===== src/rtl/led_ctrl_pkg.sv =====
// Shared encodings and helpers for the LED bar controller.
package led_ctrl_pkg;

   localparam int          NUM_LEDS = 8;
   localparam int unsigned DIV_10HZ = 32'd12_499_999;

   localparam logic [1:0] MODE_OFF    = 2'd0;
   localparam logic [1:0] MODE_SCAN   = 2'd1;
   localparam logic [1:0] MODE_BLINK  = 2'd2;
   localparam logic [1:0] MODE_STATIC = 2'd3;

   typedef enum logic [2:0] {
      S_OFF    = 3'd0,
      S_SCAN   = 3'd1,
      S_BLINK  = 3'd2,
      S_STATIC = 3'd3,
      S_OVR    = 3'd4
   } state_t;

   function automatic state_t mode_to_state(input logic [1:0] mode);
      state_t st;
      case (mode)
         MODE_OFF:    st = S_OFF;
         MODE_SCAN:   st = S_SCAN;
         MODE_BLINK:  st = S_BLINK;
         MODE_STATIC: st = S_STATIC;
         default:     st = S_OFF;
      endcase
      return st;
   endfunction

   // Lit segment of length seg_len+1 anchored at bit 0.
   function automatic logic [7:0] seg_mask(input logic [1:0] seg_len);
      logic [7:0] m;
      case (seg_len)
         2'd0:    m = 8'h01;
         2'd1:    m = 8'h03;
         2'd2:    m = 8'h07;
         2'd3:    m = 8'h0F;
         default: m = 8'h01;
      endcase
      return m;
   endfunction

endpackage


===== src/rtl/led_step_prescaler.sv =====
// Step-rate prescaler: fires tick once every div+1 enabled cycles.
module led_step_prescaler
   import led_ctrl_pkg::*;
#(
   parameter int CNT_W = 27
) (
   input  logic             clk,
   input  logic             rstn,
   input  logic             en,
   input  logic [CNT_W-1:0] div,
   output logic             tick
);

   logic [CNT_W-1:0] cnt_r;
   logic [CNT_W-1:0] cnt_nxt_s;
   logic             tick_s;

   // Next count; a divider shrunk below the running count restarts without a tick.
   always_comb begin
      tick_s    = 1'b0;
      cnt_nxt_s = cnt_r;
      if (!en) begin
         cnt_nxt_s = '0;
      end else if (cnt_r > div) begin
         cnt_nxt_s = '0;
      end else if (cnt_r == div) begin
         cnt_nxt_s = '0;
         tick_s    = 1'b1;
      end else begin
         cnt_nxt_s = cnt_r + {{(CNT_W-1){1'b0}}, 1'b1};
      end
   end

   // Counter register.
   always_ff @(posedge clk or negedge rstn) begin
      if (!rstn) begin
         cnt_r <= '0;
      end else begin
         cnt_r <= cnt_nxt_s;
      end
   end

   assign tick = tick_s;

endmodule


===== src/rtl/led_scan_ctrl.sv =====
// LED bar sequencer: OFF / SCAN / BLINK / STATIC modes plus req/ack override.
module led_scan_ctrl
   import led_ctrl_pkg::*;
#(
   parameter int CNT_W    = 27,
   parameter int NUM_LEDS = 8
) (
   input  logic                clk,
   input  logic                rstn,
   input  logic                en_i,
   input  logic [CNT_W-1:0]    div_i,
   input  logic [1:0]          mode_i,
   input  logic [1:0]          seg_len_i,
   input  logic [7:0]          pat_i,
   input  logic                ovr_req_i,
   input  logic [7:0]          ovr_pat_i,
   output logic                ovr_ack_o,
   output logic [NUM_LEDS-1:0] led_o,
   output logic                step_o,
   output logic                dir_o
);

   logic       tick_s;
   state_t     state_r;
   state_t     state_nxt_s;
   state_t     target_s;
   logic [2:0] pos_r;
   logic [2:0] pos_nxt_s;
   logic [2:0] max_pos_s;
   logic       dir_r;
   logic       dir_nxt_s;
   logic       phase_r;
   logic       phase_nxt_s;
   logic [7:0] led_r;
   logic [7:0] led_nxt_s;
   logic       step_r;
   logic       step_nxt_s;
   logic       ack_r;
   logic       ack_nxt_s;

   led_step_prescaler #(.CNT_W(CNT_W)) u_prescaler (
      .clk  (clk),
      .rstn (rstn),
      .en   (en_i),
      .div  (div_i),
      .tick (tick_s)
   );

   assign target_s  = mode_to_state(mode_i);
   assign max_pos_s = 3'd7 - {1'b0, seg_len_i};

   // Next state; override beats mode change, which beats a pending tick.
   always_comb begin
      state_nxt_s = state_r;
      pos_nxt_s   = pos_r;
      dir_nxt_s   = dir_r;
      phase_nxt_s = phase_r;
      led_nxt_s   = led_r;
      step_nxt_s  = 1'b0;
      ack_nxt_s   = 1'b0;
      if (ovr_req_i) begin
         state_nxt_s = S_OVR;
         ack_nxt_s   = 1'b1;
         led_nxt_s   = ovr_pat_i;
      end else if (state_r != target_s) begin
         state_nxt_s = target_s;
         case (target_s)
            S_SCAN: begin
               pos_nxt_s = 3'd0;
               dir_nxt_s = 1'b0;
               led_nxt_s = seg_mask(seg_len_i);
            end
            S_BLINK: begin
               phase_nxt_s = 1'b1;
               led_nxt_s   = pat_i;
            end
            S_STATIC: led_nxt_s = pat_i;
            default:  led_nxt_s = 8'h00;
         endcase
      end else begin
         case (state_r)
            S_SCAN: begin
               // A longer segment can push the window past the top: pin it there heading down.
               if (pos_r > max_pos_s) begin
                  pos_nxt_s = max_pos_s;
                  dir_nxt_s = 1'b1;
               end else if (tick_s) begin
                  step_nxt_s = 1'b1;
                  if (!dir_r) begin
                     if (pos_r == max_pos_s) begin
                        dir_nxt_s = 1'b1;
                        pos_nxt_s = pos_r - 3'd1;
                     end else begin
                        pos_nxt_s = pos_r + 3'd1;
                     end
                  end else begin
                     if (pos_r == 3'd0) begin
                        dir_nxt_s = 1'b0;
                        pos_nxt_s = 3'd1;
                     end else begin
                        pos_nxt_s = pos_r - 3'd1;
                     end
                  end
               end else begin
                  pos_nxt_s = pos_r;
               end
               led_nxt_s = seg_mask(seg_len_i) << pos_nxt_s;
            end
            S_BLINK: begin
               if (tick_s) begin
                  step_nxt_s  = 1'b1;
                  phase_nxt_s = ~phase_r;
                  led_nxt_s   = phase_r ? 8'h00 : pat_i;
               end else begin
                  led_nxt_s = led_r;
               end
            end
            S_STATIC: led_nxt_s = pat_i;
            default: begin
               state_nxt_s = S_OFF;
               led_nxt_s   = 8'h00;
            end
         endcase
      end
   end

   // State and output registers.
   always_ff @(posedge clk or negedge rstn) begin
      if (!rstn) begin
         state_r <= S_OFF;
         pos_r   <= 3'd0;
         dir_r   <= 1'b0;
         phase_r <= 1'b1;
         led_r   <= 8'h00;
         step_r  <= 1'b0;
         ack_r   <= 1'b0;
      end else begin
         state_r <= state_nxt_s;
         pos_r   <= pos_nxt_s;
         dir_r   <= dir_nxt_s;
         phase_r <= phase_nxt_s;
         led_r   <= led_nxt_s;
         step_r  <= step_nxt_s;
         ack_r   <= ack_nxt_s;
      end
   end

   assign led_o     = led_r;
   assign step_o    = step_r;
   assign dir_o     = dir_r;
   assign ovr_ack_o = ack_r;

endmodule

===== config.mk =====
export PLATFORM = sky130hd
export DESIGN_NAME = led_scan_ctrl
export DESIGN_NICKNAME = d
export VERILOG_FILES = /design/src/rtl/led_ctrl_pkg.sv /design/src/rtl/led_step_prescaler.sv /design/src/rtl/led_scan_ctrl.sv
export SDC_FILE = /design/constraint.sdc
export NUM_CORES = 1
export LEC_CHECK = 0
export CORE_UTILIZATION = 48
export DETAILED_ROUTE_END_ITERATION = 10
export PLACE_DENSITY = 0.77
export SYNTH_ARGS = -nofsm -noshare
export SYNTH_HDL_FRONTEND = slang
export SYNTH_SLANG_ARGS = --single-unit

===== constraint.sdc =====
create_clock -name clk -period 2.35 [get_ports clk]
set_input_delay 0.47 -clock clk [delete_from_list [all_inputs] [get_ports clk]]
set_output_delay 0.47 -clock clk [all_outputs]
set_load 0.02 [all_outputs]

# == Word level (Yosys, flattened, before mapping) ==
# Index checks and enable logic that the tools add are counted.
# totals
regBits,45
elab_cells,97
output_inout_bits,11
# op_classes
eq_ne,19
n_reduce_logical,12
n_lt_le_gt_ge,2
mux,49
addsub,4
shift,1
n_bitwise,2
# op_table
cell,n
2-to-1 mux 27 bit,3
2-to-1 mux 8 bit,7
2-to-1 mux 3 bit,14
case mux 8 bit (4 select lines),1
"adder 27 x 1 -> 27 bit, second input constant",1
equality test 27 bit,1
greater-than comparator 27 bit,1
case mux 8 bit (3 select lines),1
2-to-1 mux 1 bit,20
case mux 8 bit (2 select lines),1
"equality test 3 x 2 -> 1 bit, second input constant",4
case mux 3 bit (4 select lines),1
"equality test 2 bit, second input constant",4
AND reduction 4 bit,2
<< shifter 8 x 3 -> 8 bit,1
"equality test 3 x 1 -> 1 bit, second input constant",2
nonzero test 2 bit,3
"equality test 2 x 1 -> 1 bit, second input constant",2
zero test 2 bit,2
"!= test 2 x 1 -> 1 bit, second input constant",2
"!= test 4 bit, second input constant",1
"adder 3 x 1 -> 3 bit, second input constant",1
equality test 3 bit,1
greater-than comparator 3 bit,1
other kinds (11),12

# == Logic depth before layout (Yosys ltp) ==
# logic_depth
word_depth,13
ltp_mapped,12

# == Hierarchy ==
# From an unflattened synthesis, not the netlist that was laid out.
# hier_totals
cells_unflattened,421
area_unflattened_um2,3668.5
# by_module_without_submodules
mod,area_per_inst_um2,cells_per_inst,seq_area_each_um2,instances
led_step_prescaler,2129.5,229,675.6,1
led_scan_ctrl,1539.0,192,451.7,1

# == Least setup slack after synthesis ==
# OpenSTA, ideal clock, no wires.
# synth_path
path_type,in2reg
from,input port div_i[12]
to,"register led_r[4], in the netlist led_o[4]"
required_time_ns,2.268
path_buffers,1
setup_slack_ns,-0.259
t_arrival_ns,2.527
cell_stages,11
cell_sequence,inv_1 > ha_1 > nand4_1 > nor3_4 > and3_1 > buf_6 > mux2_4 > a21oi_1 > and2_1 > a31oi_1 > a31oi_1
# synth_between
elab_chain_len,13
word_cells_on_any_way,15
cone_classes,order compare (1); eq/ne (2); shift (1); mux (11)
# synth_rtl
element,line,source
"start, declared",led_scan_ctrl.sv:11,"input logic [CNT_W-1:0] div_i,"
"parallel branches: the longest is 2 deep, another holds greater-than comparator 27 bit",n/a,
2-to-1 mux 1 bit *,led_step_prescaler.sv:24,end else if (cnt_r > div) begin
2-to-1 mux 1 bit *,led_step_prescaler.sv:22,if (!en) begin
2-to-1 mux 3 bit,led_scan_ctrl.sv:87,end else if (tick_s) begin
2-to-1 mux 3 bit,led_scan_ctrl.sv:84,if (pos_r > max_pos_s) begin
2-to-1 mux 3 bit,led_scan_ctrl.sv:81,case (state_r)
2-to-1 mux 3 bit,led_scan_ctrl.sv:65,end else if (state_r != target_s) begin
2-to-1 mux 3 bit,led_scan_ctrl.sv:61,if (ovr_req_i) begin
<< shifter 8 x 3 -> 8 bit,led_scan_ctrl.sv:107,led_nxt_s = seg_mask(seg_len_i) << pos_nxt_s;
case mux 8 bit (3 select lines),led_scan_ctrl.sv:81,
2-to-1 mux 8 bit,led_scan_ctrl.sv:65,
2-to-1 mux 8 bit,led_scan_ctrl.sv:61,
"end signal, assigned",led_scan_ctrl.sv:142,led_r <= led_nxt_s;
"end, declared",led_scan_ctrl.sv:34,logic [7:0] led_r;
# Mark *: on every way between the ends. The select of a mux whose other input is x is not followed.
# A chain may end at the register's enable or synchronous reset.

# == Final worst setup path ==
# layout_path
from,input port div_i[20]
to,register u_prescaler.cnt_r[7]
# layout_between
elab_chain_len,4
word_cells_on_any_way,5
cone_classes,order compare (1); eq/ne (1); mux (3)
# layout_rtl
element,line,source
"parallel branches: the longest is 2 deep, another holds greater-than comparator 27 bit",n/a,
2-to-1 mux 27 bit *,led_step_prescaler.sv:24,
2-to-1 mux 27 bit *,led_step_prescaler.sv:22,
named net u_prescaler.cnt_nxt_s[7],led_step_prescaler.sv:15,logic [CNT_W-1:0] cnt_nxt_s;
"end signal, assigned",led_step_prescaler.sv:39,cnt_r <= cnt_nxt_s;
"end, declared",led_step_prescaler.sv:14,logic [CNT_W-1:0] cnt_r;
# Mark *: on every way through the listed nets, which the timed path passes.

==> run summary <==
leak pwr - 2.46 nW
pwr dens - 409 nW/um^2
WL final - 10800 microns
Worst Setup SP - div_i[20]
chip width - 86.9 microns
Slew Viols, Final - 0
Avg Inst Size Synth - 8.50 sq um
most frequent cells in the layout - 85 x buf_4, 44 x dfrtp_1, 41 x a21oi_1
commonest non-fill, non-tap cell in the layout - buf_4
Worst-Margin Slew - 0.922 ns
die area - 7550 sq um
Final Util - 79.0%
Hold Path Class - primary input to asynchronous set/reset pin
CTS tree - yes
FF-to-FF setup slack - -0.17 ns
f_max - 397 MHz
Tmin final - 2.52 ns
initial DRC count - 152
1st-pass router iterations - 5
global-route wire length before repair - 17000 microns
via/cell ratio - 5.68
layout cell share with drive strength beyond 1 - 35.1%
Synth cell types - 59
Post-Synthesis Cells - 407
asr flop ratio synth - 100%
Worst-path clk slew - 0.08 ns
post-route ant nets - 0
Top FF cell, synth - dfrtp_1
Slew headroom - 38.6%
Area Growth Syn to Fin - 56.9%
initial antenna violation count - 0
DR WL/cell - 16.7 microns
final period utilization - 107%
Syn. warnings - 0
R2R depth - 10
Hold Violations, Final - 0
row cnt - 30
critical path's largest stage delay - 0.34 ns
Crit-path slowest cell - a311o_1
die outline height - 86.9 microns
Final Wtd Congestion - 0.880
cts bufs inserted - 5
FF-to-FF Start - u_prescaler.cnt_r[20]$_DFF_PN0_
Cell Chain, Critical Path - dlygate4sd2_1, inv_2, ha_4, a21o_1, a21o_1, a21o_1, a21oi_2, nand4_1, buf_4, a311o_1, buf_6, a21oi_1
vias in the first global route - 3732
CP endpoint kind - register
Final Skew - 0.00668 ns
Mapped Area - 3460 sq um
IR drop worst, VDD - 0.469 mV
hold buffers post-CTS - 0
setup repair after global routing missed its margin - true
Nets - 636
#FFs+latches synth - 45
pin count of the biggest net entering global routing - 28
status - complete, but fails checks
crit path to - u_prescaler.cnt_r[7]$_DFF_PN0_
Post-Synthesis Net Count - 491
WS Path Type - primary input to register
DP HPWL - 7410 microns
failing checks - setup timing
Worst Path Arrival - 2.72 ns
Max Buffers Root-to-Sink - 2
port buffer count - 61
Clock Root Buffer - clkbuf_8
EDFF count, synth - 0
Tot GR Track Use - 29.0%
final setup violation count - 35
# clock sinks - 45
nature of the critical path startpoint - primary input
Critical Path RT - 2.55 ns
H-tree Lvls - 2
DRC - 0
Max-cap violations - 0
cell mode on critical path - a21o_1
GRT overflow - 0
n_diodes - 0
total number of vias - 3687
CORE AREA - 6870 sq um
min setup slack post-route - -0.171 ns
CP max FO - 11
I/O pins - 62
Worst-Skew Late Latency - 0.30 ns
Initial Util - 50.4%
worst reg2reg path endpoint - u_prescaler.cnt_r[7]$_DFF_PN0_
Seq/Total Area, Yosys - 32.6%
setup tns final - -3.54 ns
-- sequential cells by signal, summed over array words and instances, names as in the netlist --
signal             count
dir_o                  1
state_r                3
ovr_ack_o              1
step_o                 1
u_prescaler.cnt_r     27
phase_r                1
led_o                  8
pos_r                  3
-- synth_stat cells (7+ instances only) --
| cell type | number | area share, % |
|---|---|---|
| a21oi_1 | 50 | 7.2 |
| dfrtp_1 | 44 | 32 |
| inv_1 | 39 | 4.2 |
| nand2_1 | 37 | 4.0 |
| ha_1 | 33 | 12 |
| nor2_1 | 20 | 2.2 |
| xor2_1 | 20 | 5.1 |
| o21ai_0 | 19 | 2.7 |
| nand3_1 | 16 | 2.3 |
| nand4_1 | 12 | 2.2 |
| a31oi_1 | 10 | 1.8 |
| clkbuf_1 | 10 | 1.1 |
| a21o_1 | 8 | 1.7 |
| and3_1 | 8 | 1.4 |
| nor2b_1 | 7 | 1.3 |
| xnor2_1 | 7 | 1.8 |
-- worst min path at each step --
| stage | endpoint | slack [ns] | cells past startpoint |
|---|---|---|---|
| 2_1_floorplan | dir_o$_DFFE_PN0P_ | 0.17 | 0 |
| 3_3_place_gp | pos_r[0]$_DFFE_PN0P_ | 0.41 | 1 |
| 3_5_place_dp | pos_r[0]$_DFFE_PN0P_ | 0.41 | 1 |
| 4_1_cts | pos_r[0]$_DFFE_PN0P_ | 0.09 | 1 |
| 5_1_grt | led_o[4]$_DFFE_PN0P_ | 0.09 | 1 |
| 6_report | pos_r[0]$_DFFE_PN0P_ | 0.08 | 1 |
-- kinds of logic (layout without fill, tap and decap cells) --
| family | count (synthesis) | count (layout) | share of synthesized area [%] |
|---|---|---|---|
| compound gates | 121 | 122 | 21.9 |
| xor+xnor | 27 | 27 | 6.83 |
| fa+ha+maj | 35 | 35 | 12.5 |
| buf+inv | 53 | 198 | 6.04 |
| flops | 45 | 45 | 32.6 |
| mux | 4 | 4 | 1.34 |
| simple gates | 122 | 122 | 18.8 |
-- through the flow --
stage / total power [mW] / area (sq um) / cells / worst slack [ns] / hold slack (ns)
after floorplan: 1.20 / 3600 / 407 / -0.154 / 0.174
after global placement: 1.49 / 4890 / 634 / -0.744 / 0.408
after detailed placement: 1.52 / 4890 / 634 / -0.828 / 0.411
after CTS: 2.20 / 5350 / 646 / -0.127 / 0.0886
after global routing: 2.35 / 5430 / 649 / -0.249 / 0.0893
final: 2.22 / 5430 / 649 / -0.171 / 0.0822
-- report_power, final --
group / switching (mW) / leakage (nW) / internal (mW)
Combinational: 0.362 / 1.81 / 0.373
Clock: 0.275 / 0.0554 / 0.320
Sequential: 0.0539 / 0.600 / 0.836
Total: 0.691 / 2.46 / 1.53
-- layout make-up --
class,count,area [sq um]
well taps,96,120
clock inverters,2,38.8
inverters,40,160
clock buffers,6,72.6
multi-input cells,310,2650
fillers,450,1440
flip-flops and latches,45,1130
repair buffers,150,1260
-- critical path: cells and delay by family --
kind	cells	cell delay, ns
compound gates	6	1.20
buf+inv	4	0.68
fa+ha+maj	1	0.19
simple gates	1	0.18
-- repair_timing --
action                                  CTS  global route
pin swaps                                41            12
cloned                                    0             2
buffers inserted                          4             1
endpoints found under the setup margin   37            35
resized for setup                        95            13
-- routing by layer --
layer / GRT usage, % / up-vias / routed length (microns)
met3: 3.98 / 27 / 504
li1: - / 1757 / -
met5: 0 / - / 0
met1: 34.5 / 1771 / 4420
met4: 10.8 / 0 / 232
met2: 52.9 / 132 / 5680
Note: power is estimated with default switching activity, not from simulation.
